### src/rtl/simplified_aes_enc_iter_if.sv
// Plaintext/ciphertext handshake bundle for the iterative S-AES encryptor.
// The master side is the plaintext source plus ciphertext sink; the slave
// side is the encryptor itself.
interface simplified_aes_enc_iter_if;
   logic [15:0] Plain_Text;
   logic [15:0] Key;
   logic        in_valid;
   logic        in_ready;
   logic [15:0] Cipher_Text;
   logic        out_valid;
   logic        out_ready;
   logic        busy;

   modport master (
      output Plain_Text, Key, in_valid, out_ready,
      input  in_ready, Cipher_Text, out_valid, busy
   );

   modport slave (
      input  Plain_Text, Key, in_valid, out_ready,
      output in_ready, Cipher_Text, out_valid, busy
   );
endinterface

### src/rtl/simplified_aes_enc_iter.sv
// Iterative simplified-AES encryptor: one round per clock.
// The key schedule, nibble order and round keys K0/K1/K2 match the
// combinational S-AES decryptor, so ciphertext from this block decrypts
// back to the original plaintext.
module simplified_aes_enc_iter #(
   parameter logic [7:0] RCON1 = 8'h80,
   parameter logic [7:0] RCON2 = 8'h30
) (
   input  logic                             clk,
   input  logic                             rst,
   simplified_aes_enc_iter_if.slave         bus
);

   typedef enum logic [1:0] {
      IDLE   = 2'd0,
      ROUND1 = 2'd1,
      ROUND2 = 2'd2,
      DONE   = 2'd3
   } state_t;

   // 4-bit S-box
   function automatic logic [3:0] sbox(input logic [3:0] n);
      logic [3:0] r;
      case (n)
         4'h0:    r = 4'h9;
         4'h1:    r = 4'h4;
         4'h2:    r = 4'hA;
         4'h3:    r = 4'hB;
         4'h4:    r = 4'hD;
         4'h5:    r = 4'h1;
         4'h6:    r = 4'h8;
         4'h7:    r = 4'h5;
         4'h8:    r = 4'h6;
         4'h9:    r = 4'h2;
         4'hA:    r = 4'h0;
         4'hB:    r = 4'h3;
         4'hC:    r = 4'hC;
         4'hD:    r = 4'hE;
         4'hE:    r = 4'hF;
         4'hF:    r = 4'h7;
         default: r = 4'h0;
      endcase
      return r;
   endfunction

   // S-box applied to each nibble of the 16-bit state
   function automatic logic [15:0] sub_nib16(input logic [15:0] s);
      return {sbox(s[15:12]), sbox(s[11:8]), sbox(s[7:4]), sbox(s[3:0])};
   endfunction

   // {n0,n1,n2,n3} -> {n0,n3,n2,n1}
   function automatic logic [15:0] shift_row(input logic [15:0] s);
      return {s[15:12], s[3:0], s[7:4], s[11:8]};
   endfunction

   // Multiply by x in GF(2^4) mod x^4+x+1
   function automatic logic [3:0] gf_mul2(input logic [3:0] v);
      return {v[2:0], 1'b0} ^ (v[3] ? 4'h3 : 4'h0);
   endfunction

   // Multiply by 4 (x^2) in GF(2^4)
   function automatic logic [3:0] gf_mul4(input logic [3:0] v);
      return gf_mul2(gf_mul2(v));
   endfunction

   // Column {a,b} -> {a ^ 4b, b ^ 4a}; column 0 = [15:8], column 1 = [7:0]
   function automatic logic [15:0] mix_col(input logic [15:0] s);
      return {s[15:12] ^ gf_mul4(s[11:8]),
              s[11:8]  ^ gf_mul4(s[15:12]),
              s[7:4]   ^ gf_mul4(s[3:0]),
              s[3:0]   ^ gf_mul4(s[7:4])};
   endfunction

   // SubNib(RotNib(w)) for the key schedule
   function automatic logic [7:0] sub_rot8(input logic [7:0] w);
      return {sbox(w[3:0]), sbox(w[7:4])};
   endfunction

   state_t      state_r;
   logic [15:0] st_r;
   logic [15:0] key_r;
   logic [15:0] cipher_r;
   logic        out_valid_r;
   logic        busy_r;

   logic [7:0]  w2_s;
   logic [7:0]  w3_s;
   logic [7:0]  w4_s;
   logic [7:0]  w5_s;
   logic [15:0] k1_s;
   logic [15:0] k2_s;
   logic [15:0] round1_s;
   logic [15:0] round2_s;
   logic        in_ready_s;

   // Round keys derived combinationally from the captured key
   always_comb begin
      w2_s = key_r[15:8] ^ RCON1 ^ sub_rot8(key_r[7:0]);
      w3_s = w2_s ^ key_r[7:0];
      w4_s = w2_s ^ RCON2 ^ sub_rot8(w3_s);
      w5_s = w4_s ^ w3_s;
      k1_s = {w2_s, w3_s};
      k2_s = {w4_s, w5_s};
   end

   // Round datapaths: full round 1 and final round 2 (no MixColumns)
   always_comb begin
      round1_s = mix_col(shift_row(sub_nib16(st_r))) ^ k1_s;
      round2_s = shift_row(sub_nib16(st_r)) ^ k2_s;
   end

   // Ready when idle, or when the held result retires this cycle
   always_comb begin
      if (state_r == IDLE) begin
         in_ready_s = 1'b1;
      end else if (state_r == DONE) begin
         in_ready_s = bus.out_ready;
      end else begin
         in_ready_s = 1'b0;
      end
   end

   // Control FSM with round state, captured key and registered outputs
   always_ff @(posedge clk or posedge rst) begin
      if (rst) begin
         state_r     <= IDLE;
         st_r        <= 16'h0000;
         key_r       <= 16'h0000;
         cipher_r    <= 16'h0000;
         out_valid_r <= 1'b0;
         busy_r      <= 1'b0;
      end else begin
         case (state_r)
            IDLE: begin
               if (bus.in_valid) begin
                  st_r    <= bus.Plain_Text ^ bus.Key;
                  key_r   <= bus.Key;
                  busy_r  <= 1'b1;
                  state_r <= ROUND1;
               end else begin
                  busy_r  <= 1'b0;
                  state_r <= IDLE;
               end
            end
            ROUND1: begin
               st_r    <= round1_s;
               busy_r  <= 1'b1;
               state_r <= ROUND2;
            end
            ROUND2: begin
               cipher_r    <= round2_s;
               out_valid_r <= 1'b1;
               busy_r      <= 1'b1;
               state_r     <= DONE;
            end
            DONE: begin
               if (bus.out_ready) begin
                  out_valid_r <= 1'b0;
                  if (bus.in_valid) begin
                     // Retire and accept on the same edge: no idle bubble
                     st_r    <= bus.Plain_Text ^ bus.Key;
                     key_r   <= bus.Key;
                     busy_r  <= 1'b1;
                     state_r <= ROUND1;
                  end else begin
                     busy_r  <= 1'b0;
                     state_r <= IDLE;
                  end
               end else begin
                  busy_r  <= 1'b1;
                  state_r <= DONE;
               end
            end
            default: begin
               out_valid_r <= 1'b0;
               busy_r      <= 1'b0;
               state_r     <= IDLE;
            end
         endcase
      end
   end

   assign bus.in_ready    = in_ready_s;
   assign bus.Cipher_Text = cipher_r;
   assign bus.out_valid   = out_valid_r;
   assign bus.busy        = busy_r;

endmodule

### src/flat_wrapper.sv
// flat-port wrapper written by rule: the top's interface ports become plain ports
module simplified_aes_enc_iter_flat 
#(
   parameter logic [7:0] RCON1 = 8'h80,
   parameter logic [7:0] RCON2 = 8'h30
)
  (clk, rst, bus_Plain_Text, bus_Key, bus_in_valid, bus_out_ready, bus_in_ready, bus_Cipher_Text, bus_out_valid, bus_busy);
  simplified_aes_enc_iter_if bus_i ();
  input  logic clk;
  input  logic rst;
  input wire logic [$bits(bus_i.Plain_Text)-1:0] bus_Plain_Text;
  input wire logic [$bits(bus_i.Key)-1:0] bus_Key;
  input wire logic [$bits(bus_i.in_valid)-1:0] bus_in_valid;
  input wire logic [$bits(bus_i.out_ready)-1:0] bus_out_ready;
  output wire logic [$bits(bus_i.in_ready)-1:0] bus_in_ready;
  output wire logic [$bits(bus_i.Cipher_Text)-1:0] bus_Cipher_Text;
  output wire logic [$bits(bus_i.out_valid)-1:0] bus_out_valid;
  output wire logic [$bits(bus_i.busy)-1:0] bus_busy;
  assign bus_i.Plain_Text = bus_Plain_Text;
  assign bus_i.Key = bus_Key;
  assign bus_i.in_valid = bus_in_valid;
  assign bus_i.out_ready = bus_out_ready;
  assign bus_in_ready = bus_i.in_ready;
  assign bus_Cipher_Text = bus_i.Cipher_Text;
  assign bus_out_valid = bus_i.out_valid;
  assign bus_busy = bus_i.busy;
  simplified_aes_enc_iter #(.RCON1(RCON1), .RCON2(RCON2)) u_core (.clk(clk), .rst(rst), .bus(bus_i));
endmodule
### config.mk
export PLATFORM = sky130hd
export DESIGN_NAME = simplified_aes_enc_iter_flat
export DESIGN_NICKNAME = d
export VERILOG_FILES = /design/src/rtl/simplified_aes_enc_iter_if.sv /design/src/rtl/simplified_aes_enc_iter.sv /design/src/flat_wrapper.sv
export SDC_FILE = /design/constraint.sdc
export NUM_CORES = 1
export LEC_CHECK = 0
export ABC_CLOCK_PERIOD_IN_PS = 7250
export CELL_PAD_IN_SITES_DETAIL_PLACEMENT = 2
export CELL_PAD_IN_SITES_GLOBAL_PLACEMENT = 2
export CORE_UTILIZATION = 30
export CTS_CLUSTER_DIAMETER = 200
export DETAILED_ROUTE_END_ITERATION = 10
export PLACE_DENSITY = 0.7
export SLEW_MARGIN = 30
export SYNTH_ARGS = -nofsm -noshare
export SYNTH_HDL_FRONTEND = slang
export SYNTH_SLANG_ARGS = --single-unit
### constraint.sdc
create_clock -name clk -period 7.25 [get_ports clk]
set_clock_uncertainty 0.15 [all_clocks]
set_input_delay 1.0875 -clock clk [delete_from_list [all_inputs] [get_ports clk]]
set_output_delay 1.0875 -clock clk [all_outputs]
set_load 0.005 [all_outputs]
; Word-level counts from Yosys, hierarchy flattened
; Memory sizes are Yosys's and may differ from the RTL's.
; Cells that the tools add are included.
[classes]
eq_ne = 4
muxes = 24
bitwise_logic = 21
n_reduce_logical = 8
[ops]
columns = op, count
row1 = 16-bit 2-to-1 mux, 4
row2 = 16-bit one-hot mux with 3 select lines, 1
row3 = 16-bit XOR, 3
row4 = 4-bit XOR, 12
row5 = 16-bit one-hot mux with 2 select lines, 1
row6 = 8-bit XOR, 4
row7 = 2-bit 2-to-1 mux, 9
row8 = 2-bit one-hot mux with 4 select lines, 1
row9 = 1-bit 2-to-1 mux, 6
row10 = 2-bit AND reduction, 3
row11 = "2-bit equality test, second input constant", 2
row12 = 2-bit nonzero test, 2
row13 = 1-bit one-hot mux with 3 select lines, 1
row14 = 3-bit nonzero test, 1
row15 = "2-bit by 1-bit equality test with 1-bit output, second input constant", 1
row16 = 2-bit logical NOT, 1
row17 = "2-bit inequality test, second input constant", 1
row18 = 2-bit NOT, 1
row19 = 1-bit one-hot mux with 2 select lines, 1
row20 = 2-bit OR reduction, 1
row21 = 1-bit NOT, 1
[word_totals]
ff_bits = 52
romBits = 768
output_inout_bits = 19
word_cells = 75
memories = 12
[memory_table]
columns = name, words, word_bits, rd, rd_clocked_by_memory_dff, wr, line_no
row1 = (no name shown), 16, 4, 1, 0, 0, simplified_aes_enc_iter.sv:24  ; case (n)
row2 = (no name shown), 16, 4, 1, 0, 0, simplified_aes_enc_iter.sv:24
row3 = (no name shown), 16, 4, 1, 0, 0, simplified_aes_enc_iter.sv:24
row4 = (no name shown), 16, 4, 1, 0, 0, simplified_aes_enc_iter.sv:24
row5 = (no name shown), 16, 4, 1, 0, 0, simplified_aes_enc_iter.sv:24
row6 = (no name shown), 16, 4, 1, 0, 0, simplified_aes_enc_iter.sv:24
row7 = +6 memories, n/a, n/a, n/a, n/a, n/a, n/a

; Longest topological paths before layout
; Gate-level depths: netlist of the first run.
; An unclocked memory read counts as a cell.
[depth]
depth_word = 8
depth_mapped = 13

; Worst setup path before layout of the first run
; No wires, ideal clock.
[synth_timing]
kind = register to register
from = register u_core.key_r[1]
to = register u_core.cipher_r[10], in the netlist u_core.bus.Cipher_Text[10]
arrival_ps = 2859
required_ps = 7018
path_slack_ps = 4159
path_stages_with_launch = 11
period_less_slack_ps = 3091
cell_sequence = dfrtp_1 inv_1 ha_1 inv_1 mux4_2 xor2_2 inv_2 ha_1 a21oi_2 or4_1 a31oi_1
[synth_between]
elab_chain_len = 6
[synth_rtl]
columns = element, line_no
row1 = start: declaration, simplified_aes_enc_iter.sv:81  ; logic [15:0] key_r;
row2 = start signal: assignment, simplified_aes_enc_iter.sv:137  ; key_r <= bus.Key;
row3 = start signal: assignment, simplified_aes_enc_iter.sv:162  ; key_r <= bus.Key;
row4 = memory read 16 x 4 bit, n/a
row5 = 8-bit XOR, simplified_aes_enc_iter.sv:98  ; w2_s = key_r[15:8] ^ RCON1 ^ sub_rot8(key_r[7:0]);
row6 = 8-bit XOR, simplified_aes_enc_iter.sv:99  ; w3_s = w2_s ^ key_r[7:0];
row7 = memory read 16 x 4 bit, n/a
row8 = 8-bit XOR, simplified_aes_enc_iter.sv:100  ; w4_s = w2_s ^ RCON2 ^ sub_rot8(w3_s);
row9 = 16-bit XOR, simplified_aes_enc_iter.sv:109  ; round2_s = shift_row(sub_nib16(st_r)) ^ k2_s;
row10 = end signal: assignment, simplified_aes_enc_iter.sv:151  ; cipher_r <= round2_s;
row11 = end: declaration, simplified_aes_enc_iter.sv:82  ; logic [15:0] cipher_r;
; No other way between the ends.
; A chain may end at the register's enable or synchronous reset.

; Final worst setup path of the first run
[layout_timing]
from = input bus_out_ready
to = output bus_in_ready
[layout_between]
elab_chain_len = 2
[layout_rtl]
columns = element, line_no
row1 = start: declaration, flat_wrapper.sv:14  ; input wire logic [$bits(bus_i.out_ready)-1:0] bus_out_ready;
row2 = 1-bit 2-to-1 mux, simplified_aes_enc_iter.sv:116  ; end else if (state_r == DONE) begin
row3 = 1-bit 2-to-1 mux, simplified_aes_enc_iter.sv:114  ; if (state_r == IDLE) begin
row4 = end: declaration, flat_wrapper.sv:15  ; output wire logic [$bits(bus_i.in_ready)-1:0] bus_in_ready;
; No other way between the ends.

==> results of run 1 <==
-- cells in the mapped netlist (3+ instances only) --
master | count | area [sq um]
mux4_2 | 6 | 135.1
nor2b_1 | 4 | 25.02
nor4_1 | 3 | 18.77
o211ai_1 | 5 | 37.54
nand2_1 | 34 | 127.6
xor2_1 | 14 | 122.6
mux2_2 | 20 | 225.2
nand4_1 | 5 | 31.28
nand3_1 | 5 | 25.02
ha_1 | 41 | 513.0
clkbuf_1 | 14 | 52.55
o21ai_0 | 19 | 95.09
nor2_1 | 41 | 153.9
a21oi_1 | 24 | 120.1
o2111ai_1 | 4 | 35.03
xnor2_2 | 4 | 65.06
mux2i_1 | 10 | 100.1
buf_6 | 3 | 33.78
nor3_1 | 7 | 35.03
or3_1 | 8 | 50.05
inv_1 | 40 | 150.1
xnor3_1 | 11 | 247.7
a31oi_1 | 9 | 56.30
o221ai_1 | 10 | 87.58
and2_1 | 9 | 56.30
buf_2 | 7 | 35.03
o31ai_1 | 5 | 37.54
xnor2_1 | 49 | 429.2
dfrtp_1 | 52 | 1301
nand3b_1 | 9 | 67.56
-- registers in the layout, indices dropped and copies added (netlist names) --
| register | count |
|---|---|
| u_core.state_r | 2 |
| u_core.bus.busy | 1 |
| u_core.st_r | 16 |
| u_core.bus.Cipher_Text | 16 |
| u_core.bus.out_valid | 1 |
| u_core.key_r | 16 |
-- worst reg2reg max path, cell delays in order (launching register included) --
cell and delay (ns):
dfrtp_1 0.56, inv_1 0.17, ha_1 0.33, inv_1 0.04, mux4_2 0.51, xor2_2 0.39
inv_2 0.14, ha_1 0.35, a21oi_2 0.06, or4_1 0.53, a31oi_1 0.17
-- layout by cell type, fill, tap and decap left out, types with 10 or more instances in the layout --
cell type	n
o21ai_0	19
a21oi_1	24
clkdlybuf4s50_1	54
mux2i_1	10
nor2_1	41
inv_1	39
ha_1	41
nand2_1	34
xnor2_1	49
dfrtp_1	52
xor2_1	14
mux2_2	20
xnor3_1	11
o221ai_1	10
-- cell type report --
type,instances,area (sq um)
clock buffers,5,125.1
clock inverters,3,42.54
well taps,216,270.3
multi-input cells,395,3313
flip-flops and latches,52,1301
fillers,1779,10100
inverters,42,157.7
repair buffers,58,570.5
-- per-stage QoR --
step	utilization	hold slack, ns	cells	setup slack, ns	area [sq um]
after global routing	0.3639	0.4056	771	3.538	5781
after global placement	0.3533	0.3466	763	3.768	5613
after floorplan	-	0.3252	515	4.159	4897
after detailed placement	0.3533	0.3644	763	3.706	5613
after CTS	0.3639	0.3828	771	3.699	5781
final	0.3639	0.3691	771	3.712	5781
-- cell families (layout without fill, tap and decap cells) --
logic type	after synthesis	after routing
buffers and inverters	68	108
xor gates and xnor gates	82	82
DFF	52	52
and+or+nand+nor	133	133
AOI/OAI and AO/OA	103	103
adders and majority gates	41	41
muxes	36	36
-- layer usage --
layer,track usage,up-vias,wire [um]
met4,0.04720,0,187
met1,0.2346,1964,6784
met2,0.3265,56,7279
met5,0,-,0
met3,0.02460,11,382
li1,-,1861,-
-- how the worst min path moves through the flow --
stage / startpoint / end / slack, ns / cells after the start
after global placement: u_core.bus.out_valid$_DFFE_PP0P_ / u_core.bus.out_valid$_DFFE_PP0P_ / 0.35 / 1
after detailed placement: u_core.bus.Cipher_Text[9]$_DFFE_PP0P_ / u_core.bus.Cipher_Text[9]$_DFFE_PP0P_ / 0.36 / 2
after floorplan: u_core.bus.Cipher_Text[9]$_DFFE_PP0P_ / u_core.bus.Cipher_Text[9]$_DFFE_PP0P_ / 0.33 / 2
after CTS: u_core.bus.Cipher_Text[9]$_DFFE_PP0P_ / u_core.bus.Cipher_Text[9]$_DFFE_PP0P_ / 0.38 / 2
after global routing: u_core.bus.out_valid$_DFFE_PP0P_ / u_core.bus.out_valid$_DFFE_PP0P_ / 0.41 / 1
final: u_core.bus.Cipher_Text[15]$_DFFE_PP0P_ / u_core.bus.Cipher_Text[15]$_DFFE_PP0P_ / 0.37 / 2
==> impl_metrics.ini, run 1 <==
[status]
outcome = completed

[critical_path]
cp-start-kind = input pin
crit_type = in2out
cp.depth = 3
crit_arrival_ns = 2.30
reg2reg_slack_ns = 3.77
worstPathCellList = clkdlybuf4s50_1 > a21o_1 > clkdlybuf4s50_1
r2r_start = u_core.key_r[1]$_DFFE_PP0P_
startpoint = bus_out_ready
setup.worst_path.end_class = output port
max_stage_delay_ns = 0.57
r2r.worst_path.cells = 10
cp_num_buf_inv = 2
crit_top_cell = clkdlybuf4s50_1
setup.worst_path.end = bus_in_ready
required_ns = 6.01
r2r_end = u_core.bus.Cipher_Text[10]$_DFFE_PP0P_
slowest_stage = clkdlybuf4s50_1
critPathTopFamily = buffers and inverters
worstPathMaxFanout = 5

[clock_network]
cts_num_sinks = 52
path_clk_slew_ns = 0.07
clk_path_buf_depth = 2
cts.htree.levels = 2
cts_buffers = 5
cts-root-buf = clkbuf_16
cts_tree = built
cts_resized = 0
hold_buffers = 0
post-cts-setup-buffer-count = 0
clk_latency_ns = 0.31

[floorplanning]
core_sq_um = 15890
die_h_um = 129.8
ios = 55
start_util = 0.3083
die_area_sq_um = 16840
die_x_um = 129.8
rows = 46

[global_routing]
antenna_found_initial = 0
grt_pass1_vias = 4224
grt_max_degree = 53
track_usage = 0.1840
gr-total-overflow = 0
grt_pass1_wl_um = 23270

[sta]
worst_slew_pin_slew_ns = 0.9425
rsz0062_at_grt = false
maxSlewHeadroom = 0.3701
max_freq_mhz = 282.7
setup_viol = 0
finalHoldViolCount = 0
slew_viol_final = 0
post-route-min-period_ns = 3.538
setup_tns_ns = 0
timing.final.crit_share = 0.4880

[route]
drt_pass1_iterations = 4
wl_per_cell_um = 18.98
remaining_drc_errors = 0
antenna_left = 0
drt-initial-drc-count = 116
vias = 3892
wirelength_um = 14630
vias_per_cell = 5.048

[synth]
yosysSeqAreaShare = 0.2657
synth_area_per_cell_sq_um = 9.509
async_reset_ff_frac = 1.000
synthSimpleGateAreaFrac = 0.1352
synth_compound_area_frac = 0.1482
synthCells = 515
yosysWarnings = 0
synthesis.area_sq_um = 4897
syn_nets = 592
synth.distinct_cells = 62
synthMuxAreaShare = 0.09402
synth_fa_ha_area_frac = 0.1048
synthXorXnorAreaFrac = 0.1937
synth-seq-cells = 52
ys_dominant_reg_cell = dfrtp_1
synth_top_family_by_area = XOR/XNOR gates
synth_edf_count = 0

[min_path]
hold_class = reg2reg

[final_layout]
diodes = 0
drive_gt1_frac = 0.1063
area_growth_pct = 18.04
fin_nets = 631

[place]
io_buffers = 54
hpwlAfterDp_um = 11450
gp_routability_congestion = 0.7637

[job]
drv_cap = 0
Power of run 1 is left out: the tool's default activity adds up to more than one toggle a clock period on the data nets, which glitch-free logic cannot reach.
==> inputs of run 2 (changes only) <==
ABC_CLOCK_PERIOD_IN_PS = 3550   (was 7250)
clock period = 3.55 ns   (was 7.25 ns; I/O delays follow)
==> impl_metrics.ini, run 2 (synthesized netlist as in run 1, its figures left out) <==
[status]
outcome = completed

[final_layout]
final_core_util = 0.3667
fin_nets = 639
multi_input_area_sq_um = 3313
diodes = 0
final_cell_mix = clkdlybuf4s50_1, dfrtp_1, xnor2_1
nFillCells = 1754
area_growth_pct = 18.96
register_area_sq_um = 1301
drive_gt1_frac = 0.1174
stdcell_count = 778
final_common_cell = clkdlybuf4s50_1
design_area_sq_um = 5826

[critical_path]
setup.worst_path.end_class = flop
worstPathMaxFanout = 8
startpoint = u_core.key_r[4]$_DFFE_PP0P_
cp_num_buf_inv = 2
max_stage_delay_ns = 0.52
crit_type = reg2reg
crit_arrival_ns = 3.29
critPathTopFamily = compound AO/OA/AOI/OAI gates
required_ns = 3.57
cp-start-kind = flop
worstPathCellList = inv_1 > ha_1 > and2_1 > o31ai_2 > xnor2_2 > inv_1 > ha_1 > nand2_1 > or3_1 > o2111ai_1 > o21a_1 > o221ai_1
slowest_stage = dfrtp_1
r2r_start = u_core.key_r[4]$_DFFE_PP0P_

[route]
remaining_drc_errors = 0
antenna_left = 0
drt-initial-drc-count = 149
drt_pass1_iterations = 4
wl_per_cell_um = 19.04
vias_per_cell = 5.054
wirelength_um = 14810
vias = 3932

[floorplanning]
die_x_um = 129.8
ios = 55
die_area_sq_um = 16840
die_h_um = 129.8
rows = 46
start_util = 0.3083
core_sq_um = 15890

[sta]
post-route-min-period_ns = 3.275
slew_viol_final = 0
worst_slew_pin_slew_ns = 0.8159
finalHoldViolCount = 0
rsz0062_at_grt = false
setup_viol = 0
setup_tns_ns = 0
timing.final.crit_share = 0.9225
max_freq_mhz = 305.4
maxSlewHeadroom = 0.4522

[clock_network]
clk_path_buf_depth = 2
cts-root-buf = clkbuf_16
cts.htree.levels = 2
path_clk_slew_ns = 0.07
hold_buffers = 0
cts_tree = built
cts_buffers = 5
cts_resized = 0
post-cts-setup-buffer-count = 0
cts_num_sinks = 52
clk_latency_ns = 0.30

[place]
io_buffers = 54
gp_routability_congestion = 0.8923
dp_cells = 771
placed_area_sq_um = 5673
hpwlAfterDp_um = 12080

[min_path]
holdCritStartpoint = u_core.bus.Cipher_Text[7]$_DFFE_PP0P_
hold_class = reg2reg

[global_routing]
antenna_found_initial = 0
grt_pass1_wl_um = 23550
track_usage = 0.1864
gr-total-overflow = 0
grt_max_degree = 34
grt_pass1_vias = 4228

[job]
drv_cap = 0
run 2: cell type report:
class	count	share of cell area
multi-input cells	395	0.5687
flip-flops and latches	52	0.2234
well taps	216	0.04639
repair buffers	66	0.1082
clock buffers	7	0.02620
inverters	42	0.02706
run 2: per-stage QoR:
| stage | setup slack [ns] | hold slack, ns |
|---|---|---|
| 6_report | 0.2751 | 0.3641 |
| 5_1_grt | 0.09104 | 0.3887 |
| 4_1_cts | 0.2596 | 0.3733 |
| 3_5_place_dp | 0.2805 | 0.3556 |
| 3_3_place_gp | 0.4645 | 0.3487 |
| 2_1_floorplan | 0.4593 | 0.3252 |
run 2: path summary, 6_finish.rpt:
| kind | end | slack, ns | cells past startpoint |
|---|---|---|---|
| min in group asynchronous | u_core.bus.busy$_DFF_PP0_ | 0.40 | 2 |
| max in group asynchronous | u_core.st_r[12]$_DFFE_PP0P_ | 2.19 | 3 |
| setup / recovery | u_core.bus.Cipher_Text[4]$_DFFE_PP0P_ | 0.28 | 12 |
| hold reg to reg | u_core.bus.Cipher_Text[7]$_DFFE_PP0P_ | 0.36 | 2 |
| hold / removal | u_core.bus.Cipher_Text[7]$_DFFE_PP0P_ | 0.36 | 2 |
| setup reg to reg | u_core.bus.Cipher_Text[4]$_DFFE_PP0P_ | 0.28 | 12 |
run 2: routing by layer:
layer / GRT usage / routed length (um) / vias to the layer above
met5: 0 / 0 / -
met4: 0.05540 / 325 / 0
met3: 0.02624 / 447 / 19
met2: 0.3253 / 7283 / 72
met1: 0.2387 / 6753 / 1966
li1: - / - / 1875
run 2: worst register-to-register path, delay by kind of cell (launching register included):
| kind | cells | cell delay [ns] |
|---|---|---|
| XOR/XNOR | 1 | 0.26 |
| AO/OA/AOI/OAI | 4 | 0.83 |
| flip-flops | 1 | 0.52 |
| adder cells (fa/ha/maj) | 2 | 0.57 |
| buffers and inverters | 2 | 0.27 |
| AND/OR/NAND/NOR | 3 | 0.54 |
Power of run 2 is left out for the same reason.
